$ cat config.mk
export PLATFORM = sky130hd
export DESIGN_NAME = hack_gpio_bank_flat
export DESIGN_NICKNAME = d
export VERILOG_FILES = /design/src/rtl/hack_gpio_bank_if.sv /design/src/rtl/hack_gpio_bank.sv /design/src/flat_wrapper.sv
export SDC_FILE = /design/constraint.sdc
export NUM_CORES = 1
export LEC_CHECK = 0
export BUFFER_PORTS_ARGS = -buffer_cell sky130_fd_sc_hd__buf_2
export CAP_MARGIN = 20
export CORE_MARGIN = 5
export CORE_UTILIZATION = 45
export CTS_CLUSTER_SIZE = 30
export DETAILED_ROUTE_END_ITERATION = 8
export PLACE_DENSITY = 0.67
export SLEW_MARGIN = 10
export SYNTH_ARGS = -nofsm -noshare
export SYNTH_HDL_FRONTEND = slang
export SYNTH_SLANG_ARGS = --single-unit
$ cat constraint.sdc
create_clock -name clk -period 3.7 [get_ports clk]
set_input_delay 0.555 -clock clk [delete_from_list [all_inputs] [get_ports clk]]
set_output_delay 0.555 -clock clk [all_outputs]
set_load 0.005 [all_outputs]
$ cat src/rtl/hack_gpio_bank_if.sv
// Hack data-bus view of the GPIO bank: addressM/writeM/outM in, inM contribution and window hit out.
interface hack_gpio_bus_if #(
    parameter int ADDRESS_WIDTH = 15,
    parameter int WORD_WIDTH    = 16
);
    logic                     bus_strobe;
    logic [ADDRESS_WIDTH-1:0] bus_address;
    logic                     bus_write;
    logic [WORD_WIDTH-1:0]    bus_wdata;
    logic [WORD_WIDTH-1:0]    bus_rdata;
    logic                     bus_hit;

    modport master (
        output bus_strobe, bus_address, bus_write, bus_wdata,
        input  bus_rdata, bus_hit
    );

    modport slave (
        input  bus_strobe, bus_address, bus_write, bus_wdata,
        output bus_rdata, bus_hit
    );
endinterface

$ cat src/rtl/hack_gpio_bank.sv
// Multi-channel memory-mapped GPIO for the Hack SoC: per-channel OUT/DIR/IN/EDGE registers,
// synchronised pad inputs, sticky rising-edge capture and a combined registered interrupt.
module hack_gpio_chan #(
    parameter int WORD_WIDTH  = 16,
    parameter int SYNC_STAGES = 2
) (
    input  logic                  clk,
    input  logic                  reset_n,
    input  logic                  soft_reset_i,
    input  logic                  wr_out_i,
    input  logic                  wr_dir_i,
    input  logic                  wr_edge_i,
    input  logic [WORD_WIDTH-1:0] wdata_i,
    input  logic [WORD_WIDTH-1:0] pin_i,
    output logic [WORD_WIDTH-1:0] out_o,
    output logic [WORD_WIDTH-1:0] dir_o,
    output logic [WORD_WIDTH-1:0] in_o,
    output logic [WORD_WIDTH-1:0] edge_o
);
    logic [SYNC_STAGES-1:0][WORD_WIDTH-1:0] sync_q;
    logic [WORD_WIDTH-1:0] prev_q;
    logic [WORD_WIDTH-1:0] out_q, out_d;
    logic [WORD_WIDTH-1:0] dir_q, dir_d;
    logic [WORD_WIDTH-1:0] edge_q, edge_d;
    logic [WORD_WIDTH-1:0] in_w, rise_w;

    assign in_w   = sync_q[SYNC_STAGES-1];
    assign rise_w = in_w & ~prev_q & ~dir_q;

    // Set is OR-ed in after the clear so a coincident rise survives the W1C write.
    always_comb begin
        out_d  = wr_out_i ? wdata_i : out_q;
        dir_d  = wr_dir_i ? wdata_i : dir_q;
        edge_d = (edge_q & ~(wr_edge_i ? wdata_i : '0)) | rise_w;
    end

    always_ff @(posedge clk or negedge reset_n) begin
        if (!reset_n) begin
            sync_q <= '0;
            prev_q <= '0;
            out_q  <= '0;
            dir_q  <= '0;
            edge_q <= '0;
        end else begin
            // Synchroniser and prev keep running through soft reset to avoid false edges.
            sync_q <= {sync_q[SYNC_STAGES-2:0], pin_i};
            prev_q <= in_w;
            if (soft_reset_i) begin
                out_q  <= '0;
                dir_q  <= '0;
                edge_q <= '0;
            end else begin
                out_q  <= out_d;
                dir_q  <= dir_d;
                edge_q <= edge_d;
            end
        end
    end

    assign out_o  = out_q;
    assign dir_o  = dir_q;
    assign in_o   = in_w;
    assign edge_o = edge_q;
endmodule

module hack_gpio_bank #(
    parameter int WORD_WIDTH    = 16,
    parameter int ADDRESS_WIDTH = 15,
    parameter int BASE_ADDRESS  = 24577,
    parameter int CHANNELS      = 2,
    parameter int SYNC_STAGES   = 2
) (
    input  logic                           clk,
    input  logic                           reset_n,
    input  logic                           soft_reset,
    hack_gpio_bus_if.slave                 bus,
    input  logic [CHANNELS*WORD_WIDTH-1:0] gpio_i,
    output logic [CHANNELS*WORD_WIDTH-1:0] gpio_o,
    output logic [CHANNELS*WORD_WIDTH-1:0] gpio_oe,
    output logic                           irq
);
    // One extra bit so a window near the top of the address space cannot wrap to zero.
    localparam int OW = ADDRESS_WIDTH + 1;
    localparam logic [OW-1:0] BASE_X = OW'(BASE_ADDRESS);
    localparam logic [OW-1:0] END_X  = OW'(BASE_ADDRESS + 4*CHANNELS);

    logic [OW-1:0] addr_x, off_w;
    logic [OW-3:0] off_ch;
    logic [1:0]    off_reg;
    logic          hit_w, wr_qual;
    logic [CHANNELS-1:0][WORD_WIDTH-1:0] out_w, dir_w, in_w, edge_w, pin_w;
    logic [WORD_WIDTH-1:0] rdata_w;
    logic irq_q, irq_d;

    assign addr_x  = {1'b0, bus.bus_address};
    assign hit_w   = (addr_x >= BASE_X) && (addr_x < END_X);
    assign off_w   = addr_x - BASE_X;
    assign off_ch  = off_w[OW-1:2];
    assign off_reg = off_w[1:0];
    assign wr_qual = bus.bus_strobe && bus.bus_write && hit_w;
    assign pin_w   = gpio_i;

    for (genvar c = 0; c < CHANNELS; c++) begin : g_chan
        logic sel;
        assign sel = wr_qual && (int'(off_ch) == c);

        hack_gpio_chan #(
            .WORD_WIDTH  (WORD_WIDTH),
            .SYNC_STAGES (SYNC_STAGES)
        ) u_chan (
            .clk          (clk),
            .reset_n      (reset_n),
            .soft_reset_i (soft_reset),
            .wr_out_i     (sel && (off_reg == 2'd0)),
            .wr_dir_i     (sel && (off_reg == 2'd1)),
            .wr_edge_i    (sel && (off_reg == 2'd3)),
            .wdata_i      (bus.bus_wdata),
            .pin_i        (pin_w[c]),
            .out_o        (out_w[c]),
            .dir_o        (dir_w[c]),
            .in_o         (in_w[c]),
            .edge_o       (edge_w[c])
        );
    end

    always_comb begin
        rdata_w = '0;
        for (int c = 0; c < CHANNELS; c++) begin
            if (hit_w && (int'(off_ch) == c)) begin
                case (off_reg)
                    2'd0:    rdata_w = out_w[c];
                    2'd1:    rdata_w = dir_w[c];
                    2'd2:    rdata_w = in_w[c];
                    default: rdata_w = edge_w[c];
                endcase
            end
        end
    end

    assign irq_d = |edge_w;

    always_ff @(posedge clk or negedge reset_n) begin
        if (!reset_n)        irq_q <= 1'b0;
        else if (soft_reset) irq_q <= 1'b0;
        else                 irq_q <= irq_d;
    end

    assign bus.bus_rdata = rdata_w;
    assign bus.bus_hit   = hit_w;
    assign gpio_o        = out_w;
    assign gpio_oe       = dir_w;
    assign irq           = irq_q;
endmodule

$ cat src/flat_wrapper.sv
// flat-port wrapper written by rule: the top's interface ports become plain ports
module hack_gpio_bank_flat 
#(
    parameter int WORD_WIDTH    = 16,
    parameter int ADDRESS_WIDTH = 15,
    parameter int BASE_ADDRESS  = 24577,
    parameter int CHANNELS      = 2,
    parameter int SYNC_STAGES   = 2
)
  (clk, reset_n, soft_reset, gpio_i, gpio_o, gpio_oe, irq, bus_bus_strobe, bus_bus_address, bus_bus_write, bus_bus_wdata, bus_bus_rdata, bus_bus_hit);
  hack_gpio_bus_if #(.ADDRESS_WIDTH(ADDRESS_WIDTH), .WORD_WIDTH(WORD_WIDTH)) bus_i ();
  input  logic clk;
  input  logic reset_n;
  input  logic soft_reset;
  input  logic [CHANNELS*WORD_WIDTH-1:0] gpio_i;
  output logic [CHANNELS*WORD_WIDTH-1:0] gpio_o;
  output logic [CHANNELS*WORD_WIDTH-1:0] gpio_oe;
  output logic irq;
  input wire logic [$bits(bus_i.bus_strobe)-1:0] bus_bus_strobe;
  input wire logic [$bits(bus_i.bus_address)-1:0] bus_bus_address;
  input wire logic [$bits(bus_i.bus_write)-1:0] bus_bus_write;
  input wire logic [$bits(bus_i.bus_wdata)-1:0] bus_bus_wdata;
  output wire logic [$bits(bus_i.bus_rdata)-1:0] bus_bus_rdata;
  output wire logic [$bits(bus_i.bus_hit)-1:0] bus_bus_hit;
  assign bus_i.bus_strobe = bus_bus_strobe;
  assign bus_i.bus_address = bus_bus_address;
  assign bus_i.bus_write = bus_bus_write;
  assign bus_i.bus_wdata = bus_bus_wdata;
  assign bus_bus_rdata = bus_i.bus_rdata;
  assign bus_bus_hit = bus_i.bus_hit;
  hack_gpio_bank #(.WORD_WIDTH(WORD_WIDTH), .ADDRESS_WIDTH(ADDRESS_WIDTH), .BASE_ADDRESS(BASE_ADDRESS), .CHANNELS(CHANNELS), .SYNC_STAGES(SYNC_STAGES)) u_core (.clk(clk), .reset_n(reset_n), .soft_reset(soft_reset), .bus(bus_i), .gpio_i(gpio_i), .gpio_o(gpio_o), .gpio_oe(gpio_oe), .irq(irq));
endmodule
==> impl_results.md <==
* Die width at 144 um
* Worst Setup Start Kind: input pin
* Critical Path AT at 2820 ps
* Synth Flop Type: dfrtp_1
* DRC viols at 0
* HP Class: in2async
* Syn_nets at 720
* Buffers inserted by post-CTS timing repair at 0
* Delay-heaviest family, CP: simple AND/OR/NAND/NOR gates
* Vias post-DR at 5,656
* Antenna violations before repair at 1
* Cell Int Power at 3.29 mW
* Final Routed Wirelength at 21,600 um
* Clk pwr share at 42.7%
* Vias in the first global route at 5,912
* HPWL after DPL at 15,000 um
* CP Capture Type: output pin
* Leak pwr at 4.84 nW
* Post-CTS sizing at 0
* Area delta synth->final at 20.6%
* CTS tree: built
* Fin. Hold Viols at 0
* # port buffers at 149
* Logic pwr share at 6.7%
* Nets@finish at 869
* Slowest-stage cell, CP: or4_1
* Initial Util at 45.5%
* Clock transition at path regs at 70 ps
* Max-slew violation count at 0
* Routability Congestion at 0.813
* CP required at 3140 ps
* Synth async-reset ratio at 100%
* R2r setup slk at 2100 ps
* Warnings from Yosys at 0
* Root buf cell: clkbuf_16
* Global-route wire length before repair at 33,700 um
* CTS Buf Count at 17
* Worst path max stage delay at 570 ps
* Fin crit period at 3380 ps
* Final Cycle Share at 91.3%
* Cell Area, Synth at 8110 um^2
* Worst setup path start: bus_bus_address[10]
* Status: completed
* Worst-case reg-to-reg path depth at 4
* Switching Fraction at 25.4%
* Die area at 20,800 um^2
* Worst-path maximum fanout at 14
* Register area share after synthesis at 59.5%
* Slew HR at 46.7%
* Fin Clk Skew at 9.99 ps
* Buf/Inv on CP at 3
* Most common cell after layout, fill and taps aside: dfrtp_1
* Unrepaired setup endpoints after global routing: false
* Clk buf depth at 2
* Max Fclk at 296 MHz
* Clock Sinks at 193
* CP Depth at 7
* IO Pins at 150
* Worst reg2reg startpoint: u_core.g_chan[1].u_chan.edge_o[0]$_DFF_PN0_
* Ratio of cells with drive above 1 in the final layout at 29.7%
* Most frequent cells in the layout: dfrtp_1 (193), buf_2 (148), nand2b_1 (80), mux2i_1 (64), inv_1 (48)
* Worst Slack Setup Final at 323 ps
* Yosys cell types at 31
* Number of flops mapped to enable cells by yosys at 0
* Number of hold buffers added after cts at 0
* Vias/cell at 5.42
* WS Path Type: in2out
* H-tree depth at 4
* Setup violations, final at 0
* Cell Pwr Density at 450 nW/um^2
* Design area at 9790 um^2
* Syn_area_per_cell at 12.4 um^2
* Largest net degree at the start of global routing at 104
* Routed WL per cell at 20.7 um
* Reg-to-Reg End: u_core.irq$_DFF_PN0_
* Maximum vdd drop at 0.000329 V
* Setup TNS at 0 ps
* Row count at 49
* Skew-Pair Late Insertion Delay at 440 ps
* Psw at 1.12 mW
* Core area at 17,800 um^2
* Dpl ws at 322 ps
* Critical Path Sink: bus_bus_rdata[7]
* Measured slew at the worst slew-check pin at 799 ps
* Total GRT Usage at 21.5%
* Total gr overflow at 0
* Register share of total power at 50.6%
* Final ANT Viol Nets at 0
* Max Cap Viol at 0
* Fill cells at 1,516
* DR iter-0 viols at 431
* Gate Count Post-Synth at 652
* Initial DRT Pass Iterations at 5
* CP Cell Sequence: buf_2 -> or4_1 -> or4_1 -> or3b_1 -> buf_12 -> o22ai_2 -> buf_2
* Die Height at 144 um
* #FFs+latches synth at 193
* Placed instance area at 9160 um^2
-- worst reg2reg max path, cell delays in order (launching register included) --
cell,delay [ps]
dfrtp_1,430
nor4_1,540
nand4_1,270
nor2_1,160
nor2_1,60
-- synth_stat cells, types with 4 or more instances --
cell type | n | area (um^2)
a21oi_1 | 32 | 160
buf_1 | 4 | 15.0
clkbuf_1 | 27 | 101
dfrtp_1 | 193 | 4830
inv_1 | 48 | 180
mux2i_1 | 64 | 641
mux4_2 | 32 | 721
nand2_1 | 33 | 124
nand2b_1 | 80 | 500
nand3_1 | 17 | 85.1
nand4_1 | 4 | 25.0
nor2_1 | 40 | 150
nor4_1 | 8 | 50.1
o21ai_0 | 17 | 85.1
o22ai_1 | 6 | 37.5
o22ai_2 | 10 | 125
o31ai_1 | 16 | 120
-- final cells by class --
cell class	count	area [um^2]	share of cell area [%]
antenna	1	2.50	0.0256
clock buffer	17	425	4.35
clock inverter	15	196	2.01
inverter	48	180	1.84
multi-input combinational	375	2950	30.1
sequential	193	4830	49.4
tap	229	287	2.93
timing repair buffer	166	920	9.40
-- registers in the layout (all words and copies together), names as in the netlist --
register / count
u_core.g_chan.u_chan.dir_o: 32
u_core.g_chan.u_chan.edge_o: 32
u_core.g_chan.u_chan.in_o: 32
u_core.g_chan.u_chan.out_o: 32
u_core.g_chan.u_chan.prev_q: 32
u_core.g_chan.u_chan.sync_q: 32
u_core.irq: 1
-- stage by stage --
step | hold WS (ps) | total power [mW] | std cells | util, %
final | 35.7 | 4.41 | 1044 | 54.8
after global routing | 49.0 | 4.58 | 1044 | 54.8
after CTS | 42.5 | 4.45 | 1043 | 54.8
after detailed placement | 336 | 2.57 | 1011 | 51.3
after global placement | 332 | 2.56 | 1011 | 51.3
after floorplan | 259 | 2.41 | 652 | -
-- power by group through the flow --
stage          clock network [mW]  logic (mW)  registers, mW
2_1_floorplan                   0       0.160           2.25
3_5_place_dp                    0       0.297           2.27
3_3_place_gp                    0       0.289           2.27
5_1_grt                      2.02       0.327           2.24
6_report                     1.88       0.293           2.23
4_1_cts                      1.92       0.298           2.23
-- worst min-delay path by stage --
| stage | start | endpoint | slack, ps |
|---|---|---|---|
| 2_1_floorplan | reset_n | u_core.g_chan[0].u_chan.dir_o[0]$_DFFE_PN0P_ | 260 |
| 3_5_place_dp | u_core.g_chan[1].u_chan.sync_q[2]$_DFF_PN0_ | u_core.g_chan[1].u_chan.in_o[2]$_DFF_PN0_ | 340 |
| 4_1_cts | reset_n | u_core.g_chan[1].u_chan.sync_q[0]$_DFF_PN0_ | 40 |
| 3_3_place_gp | u_core.g_chan[0].u_chan.sync_q[15]$_DFF_PN0_ | u_core.g_chan[0].u_chan.in_o[15]$_DFF_PN0_ | 330 |
| 5_1_grt | reset_n | u_core.g_chan[1].u_chan.sync_q[0]$_DFF_PN0_ | 50 |
| 6_report | reset_n | u_core.g_chan[1].u_chan.sync_q[0]$_DFF_PN0_ | 40 |
-- logic make-up after synthesis --
group	synth area share, %
AO/OA/AOI/OAI	6.60
buffers and inverters	4.23
flip-flops	59.5
multiplexers	16.8
AND/OR/NAND/NOR	12.9
-- per-layer routing --
metal / GRT usage, % / vias to the layer above / part of all wire [%]
met4: 7.76 / 0 / 2.1
met1: 29.4 / 2887 / 42
met5: 0 / - / 0
met2: 34.2 / 185 / 49
li1: - / 2554 / -
met3: 4.73 / 30 / 6.2
Note: power is estimated with default switching activity, not from simulation.
